[config.mk]
export PLATFORM = sky130hd
export DESIGN_NAME = simple_proc_ctrl
export DESIGN_NICKNAME = d
export VERILOG_FILES = /design/src/rtl/simple_proc_pkg.sv /design/src/rtl/simple_proc_ctrl_regsel_dec.sv /design/src/rtl/simple_proc_ctrl.sv
export SDC_FILE = /design/constraint.sdc
export NUM_CORES = 1
export LEC_CHECK = 0
export ABC_AREA = 1
export CORE_MARGIN = 8
export CORE_UTILIZATION = 45
export CTS_BUF_LIST = sky130_fd_sc_hd__clkbuf_8
export DETAILED_ROUTE_END_ITERATION = 6
export HOLD_SLACK_MARGIN = 0.1
export PLACE_DENSITY = 0.81
export SYNTH_ARGS = -nofsm -noshare
export SYNTH_HDL_FRONTEND = slang
export SYNTH_SLANG_ARGS = --single-unit
[constraint.sdc]
create_clock -name Clock -period 1.36 [get_ports Clock]
set_input_delay 0.204 -clock Clock [delete_from_list [all_inputs] [get_ports Clock]]
set_output_delay 0.204 -clock Clock [all_outputs]
set_load 0.005 [all_outputs]
[src/rtl/simple_proc_pkg.sv]
// simple_proc_pkg
// Shared types and constants for the simple processor control unit.
//   opcode_t : 3-bit instruction opcodes (mv, mvi, add, sub)
//   tstep_t  : timestep encoding T0..T3
//   IW       : instruction width (III XXX YYY)
//   NREG     : number of general registers R0..R(NREG-1)
//   SEL_DIN / SEL_G : bus mux selects for DIN and the G register
package simple_proc_pkg;

  localparam int IW   = 9;
  localparam int NREG = 6;

  localparam logic [2:0] SEL_DIN = 3'd6;
  localparam logic [2:0] SEL_G   = 3'd7;

  typedef enum logic [2:0] {
    OP_MV  = 3'b000,
    OP_MVI = 3'b001,
    OP_ADD = 3'b010,
    OP_SUB = 3'b011
  } opcode_t;

  typedef enum logic [1:0] {
    T0 = 2'd0,
    T1 = 2'd1,
    T2 = 2'd2,
    T3 = 2'd3
  } tstep_t;

endpackage

[src/rtl/simple_proc_ctrl_regsel_dec.sv]
// regsel_dec
// Combinational 3-bit register index to NREG-wide one-hot write enable.
// Ports:
//   en           : in  1    - gates every output bit
//   idx          : in  3    - register index
//   onehot       : out NREG - one-hot enable (all zero when en=0 or idx out of range)
//   out_of_range : out 1    - idx does not name an existing register
module regsel_dec
  import simple_proc_pkg::*;
(
  input  logic            en,
  input  logic [2:0]      idx,
  output logic [NREG-1:0] onehot,
  output logic            out_of_range
);

  genvar gi;
  generate
    for (gi = 0; gi < NREG; gi++) begin : g_bit
      assign onehot[gi] = en && (idx == 3'(gi));
    end
  endgenerate

  assign out_of_range = (idx >= 3'(NREG));

endmodule

[src/rtl/simple_proc_ctrl.sv]
// simple_proc_ctrl
// Control unit for the simple processor datapath. Latches a 9-bit
// instruction from DIN on Run (in T0) and steps T0..T3, driving the bus
// select and the register / accumulator / ALU enables for each step.
// Optional build macro SIMPLE_PROC_ILLEGAL_EN adds Illegal and IllegalSticky.
// Ports:
//   Clock         : in  1    - system clock
//   Reset         : in  1    - synchronous active-high reset
//   Run           : in  1    - start request, sampled only in T0
//   DIN           : in  IW   - instruction word / mvi immediate
//   BusSel        : out 3    - bus mux select (0..5 = R0..R5, 6 = DIN, 7 = G)
//   Rin           : out NREG - one-hot register write enable
//   Ain, Gin      : out 1    - ALU operand / result register load
//   AddSub        : out 1    - 0 = add, 1 = subtract
//   IRin          : out 1    - instruction register load strobe
//   Done          : out 1    - pulse on the final step of an instruction
//   Illegal       : out 1    - (macro only) pulses with Done on illegal decode
//   IllegalSticky : out 1    - (macro only) set by an illegal decode until Reset
// IW and NREG are fixed in simple_proc_pkg.
module simple_proc_ctrl
  import simple_proc_pkg::*;
(
  input  logic            Clock,
  input  logic            Reset,
  input  logic            Run,
  input  logic [IW-1:0]   DIN,
  output logic [2:0]      BusSel,
  output logic [NREG-1:0] Rin,
  output logic            Ain,
  output logic            Gin,
  output logic            AddSub,
  output logic            IRin,
  output logic            Done
`ifdef SIMPLE_PROC_ILLEGAL_EN
  ,
  output logic            Illegal,
  output logic            IllegalSticky
`endif
);

  tstep_t        state_reg, state_next;
  logic [IW-1:0] ir_reg;

  logic [2:0] op, x, y;
  logic       x_bad, y_bad, illegal_dec;
  logic       rin_en;

  assign op = ir_reg[IW-1:6];
  assign x  = ir_reg[5:3];
  assign y  = ir_reg[2:0];

  // Rin always targets the X field; the decoder also reports X out of range.
  regsel_dec u_regsel (
    .en           (rin_en),
    .idx          (x),
    .onehot       (Rin),
    .out_of_range (x_bad)
  );

  assign y_bad = (y >= 3'(NREG));

  always_comb begin
    illegal_dec = 1'b1;
    case (op)
      OP_MV:          illegal_dec = x_bad || y_bad;
      OP_MVI:         illegal_dec = x_bad;
      OP_ADD, OP_SUB: illegal_dec = x_bad || y_bad;
      default:        illegal_dec = 1'b1;
    endcase
  end

  always_ff @(posedge Clock) begin
    if (Reset) begin
      state_reg <= T0;
      ir_reg    <= '0;
    end else begin
      state_reg <= state_next;
      if (IRin) ir_reg <= DIN;
    end
  end

  always_comb begin
    state_next = state_reg;
    BusSel     = 3'd0;
    rin_en     = 1'b0;
    Ain        = 1'b0;
    Gin        = 1'b0;
    AddSub     = 1'b0;
    IRin       = 1'b0;
    Done       = 1'b0;
    case (state_reg)
      T0: begin
        IRin = Run;
        if (Run) state_next = T1;
      end
      T1: begin
        if (illegal_dec) begin
          // Illegal instructions retire as no-ops: Done only, no enables.
          Done       = 1'b1;
          state_next = T0;
        end else begin
          case (op)
            OP_MV: begin
              BusSel     = y;
              rin_en     = 1'b1;
              Done       = 1'b1;
              state_next = T0;
            end
            OP_MVI: begin
              BusSel     = SEL_DIN;
              rin_en     = 1'b1;
              Done       = 1'b1;
              state_next = T0;
            end
            OP_ADD, OP_SUB: begin
              BusSel     = x;
              Ain        = 1'b1;
              state_next = T2;
            end
            default: begin
              Done       = 1'b1;
              state_next = T0;
            end
          endcase
        end
      end
      T2: begin
        BusSel     = y;
        Gin        = 1'b1;
        AddSub     = ir_reg[6];  // low opcode bit distinguishes sub from add
        state_next = T3;
      end
      T3: begin
        BusSel     = SEL_G;
        rin_en     = 1'b1;
        Done       = 1'b1;
        state_next = T0;
      end
    endcase
  end

`ifdef SIMPLE_PROC_ILLEGAL_EN
  logic illegal_now;
  logic sticky_reg;

  assign illegal_now = (state_reg == T1) && illegal_dec;

  always_ff @(posedge Clock) begin
    if (Reset)            sticky_reg <= 1'b0;
    else if (illegal_now) sticky_reg <= 1'b1;
  end

  assign Illegal       = illegal_now;
  assign IllegalSticky = sticky_reg;
`endif

endmodule

==> results of run 1 <==
-- worst max-delay path by stage --
| stage | cells after the start | endpoint | slack, ps |
|---|---|---|---|
| final | 8 | Rin[1] | -140 |
| after global routing | 7 | BusSel[1] | -220 |
| after detailed placement | 8 | Rin[1] | -250 |
| after global placement | 4 | IRin | -240 |
| after CTS | 8 | Done | -130 |
| after floorplan | 7 | Rin[0] | 310 |
-- per-stage QoR --
stage / hold slack (ps) / area [um2] / power [mW] / worst slack (ps) / std cells
6_report: 455.1 / 1269 / 1.167 / -136.8 / 173
5_1_grt: 462.6 / 1269 / 1.224 / -216.8 / 173
4_1_cts: 457.3 / 1194 / 1.110 / -131.5 / 173
3_5_place_dp: 510.3 / 1076 / 0.7358 / -249.8 / 163
3_3_place_gp: 502.5 / 1076 / 0.7232 / -244.3 / 163
2_1_floorplan: 280.8 / 700.7 / 0.5666 / 311.9 / 107
-- routing by layer --
metal,up-vias,share of wire [%],track usage [%]
met5,-,0,0
met4,0,0.71,6.690
met3,5,3.7,3.196
met2,21,56,31.89
met1,442,40,17.15
li1,447,-,-
-- power groups by stage --
| stage | combinational [mW] | sequential [mW] | clock, mW |
|---|---|---|---|
| global route | 0.488 | 0.400 | 0.336 |
| floorplan | 0.183 | 0.384 | 0 |
| CTS | 0.394 | 0.391 | 0.325 |
| finish | 0.448 | 0.398 | 0.320 |
| global placement | 0.340 | 0.383 | 0 |
| detailed placement | 0.350 | 0.386 | 0 |
-- layout by cell type (no fill, tap or decap), drive strengths merged --
| cell type | instances |
|---|---|
| clkdlybuf4s50 | 10 |
| nor3 | 2 |
| dlygate4sd2 | 2 |
| dfxtp | 11 |
| buf | 34 |
| clkbuf | 4 |
| clkdlybuf4s15 | 1 |
| inv | 14 |
| o21ai | 13 |
| nor2 | 22 |
| nand3 | 12 |
| a21oi | 11 |
| nand2 | 20 |
| clkinv | 1 |
-- critical path, cell delays in order (launching register included) --
cell and delay [ps]:
dfxtp_4 350, inv_4 80, nand2_2 60, nand2_2 90, nand2_2 70, nand2_4 100, nand2_8 90, nor2_4 90
buf_2 120
-- kinds of logic after synthesis --
group	Yosys count	synth area share, %
compound gates	24	19.29
flops	11	31.43
buf+inv	16	11.07
simple gates	56	38.21
-- cell type report --
cell class | count | area, um2
well taps | 16 | 20.02
clock inverters | 1 | 5.005
fillers | 84 | 220.2
flip-flops and latches | 11 | 234.0
repair buffers | 48 | 375.4
inverters | 14 | 57.56
multi-input cells | 80 | 535.5
clock buffers | 3 | 41.29
-- what timing repair did --
item                                    CTS  global route
gates resized for setup                  78            23
pin swaps                                11            12
setup buffers                             6             0
endpoints found under the setup margin   14            12
==> metrics, run 1 <==
status=finished with violations; failing checks=setup timing; EDFF count, synth=0; worst min-delay path class=input port to flop; GP Congestion=0.8077; Slew headroom=79.41%; Syn-to-layout area delta=81.07%; top-count cell post-synth=nand2_1; vias in the first global route=940; Via Count=915; FFs w/ async S/R, synth=0%; crit start category=flop; die height=55.46 um; CTS buffer count=3; ranking of synthesized cells by area=dfxtp_1, nand2_1, nor2_1; r2r setup slk=150 ps; Nets=170; Initial Util=47.06%; Syn Area/Cell=6.548 um2; internal power=0.7692 mW; ys flop type=dfxtp_1; DRC violation total after the first TritonRoute iteration=35; Comb power frac=38.4%; clk_lat worst skew=230 ps; critical path class=flop to output port; area of the die=3076 um2; Max-Cap Viols=0; Synth top area share=31.43%; global-route wire length before repair=4.333 mm; root buf cell=clkbuf_8; share of cells above drive strength 1=55.41%; total track usage=16.76%; Syn Nets=119; htree depth=1; # diodes=0; critical path peak fanout=6; CP arrival=1290 ps; hold buffers post-CTS=0; Synth top cells by count=nand2_1, nor2_1, dfxtp_1, inv_1, nand3_1; max-slew violations=0; initial antenna violation count=0; Remaining DRCs=0; Routed WL=2.672 mm; final setup vio count=12; Hold Path End=state_reg[0]; Clock Skews=1.505 ps; Data required, critical path=1160 ps; Sum Neg Setup Slack=-1058 ps; Routed wire per std cell=15.45 um; Min Clock Period, post-route=1497 ps; Yosys warnings=0; hold path startpoint=Run; Reg power frac=34.1%; Largest register FFs=9; Clock Sinks=11; power share of the clock group=27.4%; fmax=0.6681 GHz; Slew @ Worst Pin=308.5 ps; # port buffers=25; distinct cell type count after synthesis=17; switching power total=0.3976 mW; Congestion Overflow GR=0; Reg2Reg Depth=6; clk buf depth=2; critical path capture point type=output port; Hold Crit Depth=3; setup ws final=-136.8 ps; drt first pass iters=4; final core utilization=85.21%; Synth Instances=107; CORE AREA=1489 um2; fin crit share=110.1%; Mapped Area=700.7 um2; Clock transition at path regs=50 ps; CTS tree=built; CP startpoint=ir_reg[7]; sequential element share of the synthesized area=31.43%; largest net degree at the start of global routing=17; pwr dens=919.7 nW/um2; synthesized flop and latch total=11; Switching Share=34.08%; RR Endpoint=ir_reg[6]; HPWL after detailed placement=1.622 mm; Die Wd=55.46 um; leakage power=0.5826 nW; num rows=14; RSZ-0062 raised after global routing=yes; Post-DRT Antenna Nets=0; Ports=26; vias per cell=5.289; largest area contributor in the synthesized netlist=dfxtp_1; Hold Violations, Final=0; Max IR drop VDD=0.6866 mV
No activity file was read; power rests on OpenSTA's default activity.
==> inputs of run 2 (changes only) <==
GPL_TIMING_DRIVEN = 0   (was not set)
==> metrics, run 2 (synthesis gave the netlist of run 1 again) <==
status=finished with violations; failing checks=setup timing; Comb power frac=34.9%; Slew headroom=80.45%; max-slew violations=0; Post-DRT Antenna Nets=0; Routed wire per std cell=14.14 um; Via Count=840; critical path class=flop to output port; area of the die=3076 um2; worst min-delay path class=flop to flop; Hold Path End=ir_reg[2]; r2r setup slk=180 ps; placed standard-cell area=970.9 um2; Slew @ Worst Pin=292.9 ps; Reg2Reg Depth=7; total track usage=14.96%; global-route wire length before repair=3.829 mm; multi-input logic area=498.0 um2; GP Congestion=0.8313; final setup vio count=12; root buf cell=clkbuf_8; FF+latch area=239.0 um2; pwr dens=960.5 nW/um2; switching power total=0.3847 mW; drt first pass iters=4; Clock Skews=2.105 ps; # port buffers=25; num rows=14; vias in the first global route=837; Syn-to-layout area delta=66.43%; Largest register FFs=9; Switching Share=34.34%; fillers=105; critical path peak fanout=3; Clock transition at path regs=50 ps; clk_lat worst skew=240 ps; critical path capture point type=output port; internal power=0.7354 mW; power share of the clock group=29.9%; Ports=26; grt met2 use=26.92%; Remaining DRCs=0; placed cells=148; Clock Sinks=11; RSZ-0062 raised after global routing=yes; Congestion Overflow GR=0; die height=55.46 um; fin crit share=109.9%; clk buf depth=2; most frequent cells in the layout=nand2_1, nor2_1, clkdlybuf4s50_1, buf_2, o21ai_0; pre-CTS setup slack=-324.0 ps; Initial Util=47.06%; Min Clock Period, post-route=1495 ps; RR Endpoint=ir_reg[2]; design area=1166 um2; # diodes=0; commonest non-fill, non-tap cell in the layout=nand2_1; htree depth=1; largest net degree at the start of global routing=11; CTS tree=built; hold path startpoint=ir_reg[2]; leakage power=0.5283 nW; CTS buffer count=3; initial antenna violation count=0; Max-Cap Viols=0; fin cells=161; Hold Crit Depth=2; GR peak layer=met2; vias per cell=5.217; setup ws final=-134.8 ps; fmax=0.6690 GHz; met3 usage=3.881%; Reg power frac=35.2%; HPWL after detailed placement=1.518 mm; Hold Violations, Final=0; crit start category=flop; final core utilization=78.32%; GR Util met1=15.56%; Nets=158; CP arrival=1290 ps; Routed WL=2.276 mm; Max IR drop VDD=0.7600 mV; share of cells above drive strength 1=46.21%; CORE AREA=1489 um2; DRC violation total after the first TritonRoute iteration=18; Critical R2R Launch=state_reg[0]; Die Wd=55.46 um; Data required, critical path=1160 ps
run 2: area by class of cell:
class / instances / area share, %
Multi-Input combinational cell: 80 / 42.70
Timing Repair Buffer: 34 / 23.61
Sequential cell: 11 / 20.49
Inverter: 14 / 5.579
Clock buffer: 3 / 3.541
Buffer: 2 / 1.931
Tap cell: 16 / 1.717
Clock inverter: 1 / 0.4292
run 2: per-layer routing:
| layer | up-vias | part of all wire (%) |
|---|---|---|
| li1 | 423 | - |
| met1 | 392 | 41 |
| met2 | 21 | 52 |
| met3 | 4 | 5.1 |
| met4 | 0 | 1.8 |
| met5 | - | 0 |
run 2: what timing repair did:
action                     4_1_cts  5_1_grt
cloned                           0        0
pin swaps                        8        9
hold buffers                     0        0
setup endpoints to repair       14       13
resized for setup               77       15
setup buffers                    9        0
hold endpoints to repair         0        0
run 2: power groups by stage:
stage	combinational (mW)	sequential (mW)	clock [mW]
final	0.391	0.394	0.335
after global placement	0.283	0.389	0
after detailed placement	0.290	0.393	0
after global routing	0.429	0.398	0.348
after CTS	0.346	0.390	0.334
after floorplan	0.183	0.384	0
run 2: critical path: stages, from the launching register on:
cell,delay [ps]
dfxtp_4,360
buf_12,130
nor2_4,90
buf_6,110
nand2_2,30
nor2_1,90
nor2_1,50
nor2_1,70
buf_2,110
run 2: worst max-delay path by stage:
stage                    from   endpoint  slack [ps]
floorplan           ir_reg[7]     Rin[0]         310
global placement          Run       IRin        -330
detailed placement        Run       IRin        -320
CTS                 ir_reg[7]  BusSel[1]        -150
global route        ir_reg[7]  BusSel[2]        -220
finish              ir_reg[7]  BusSel[1]        -130
run 2: metrics by stage:
stage               hold slack (ps)  TNS [ps]  total power [mW]
floorplan                     280.8         0            0.5666
global placement              501.7     -2792            0.6720
CTS                           525.3    -660.2             1.070
detailed placement            518.2     -3037            0.6832
global route                  540.9     -1887             1.175
finish                        524.9     -1125             1.120
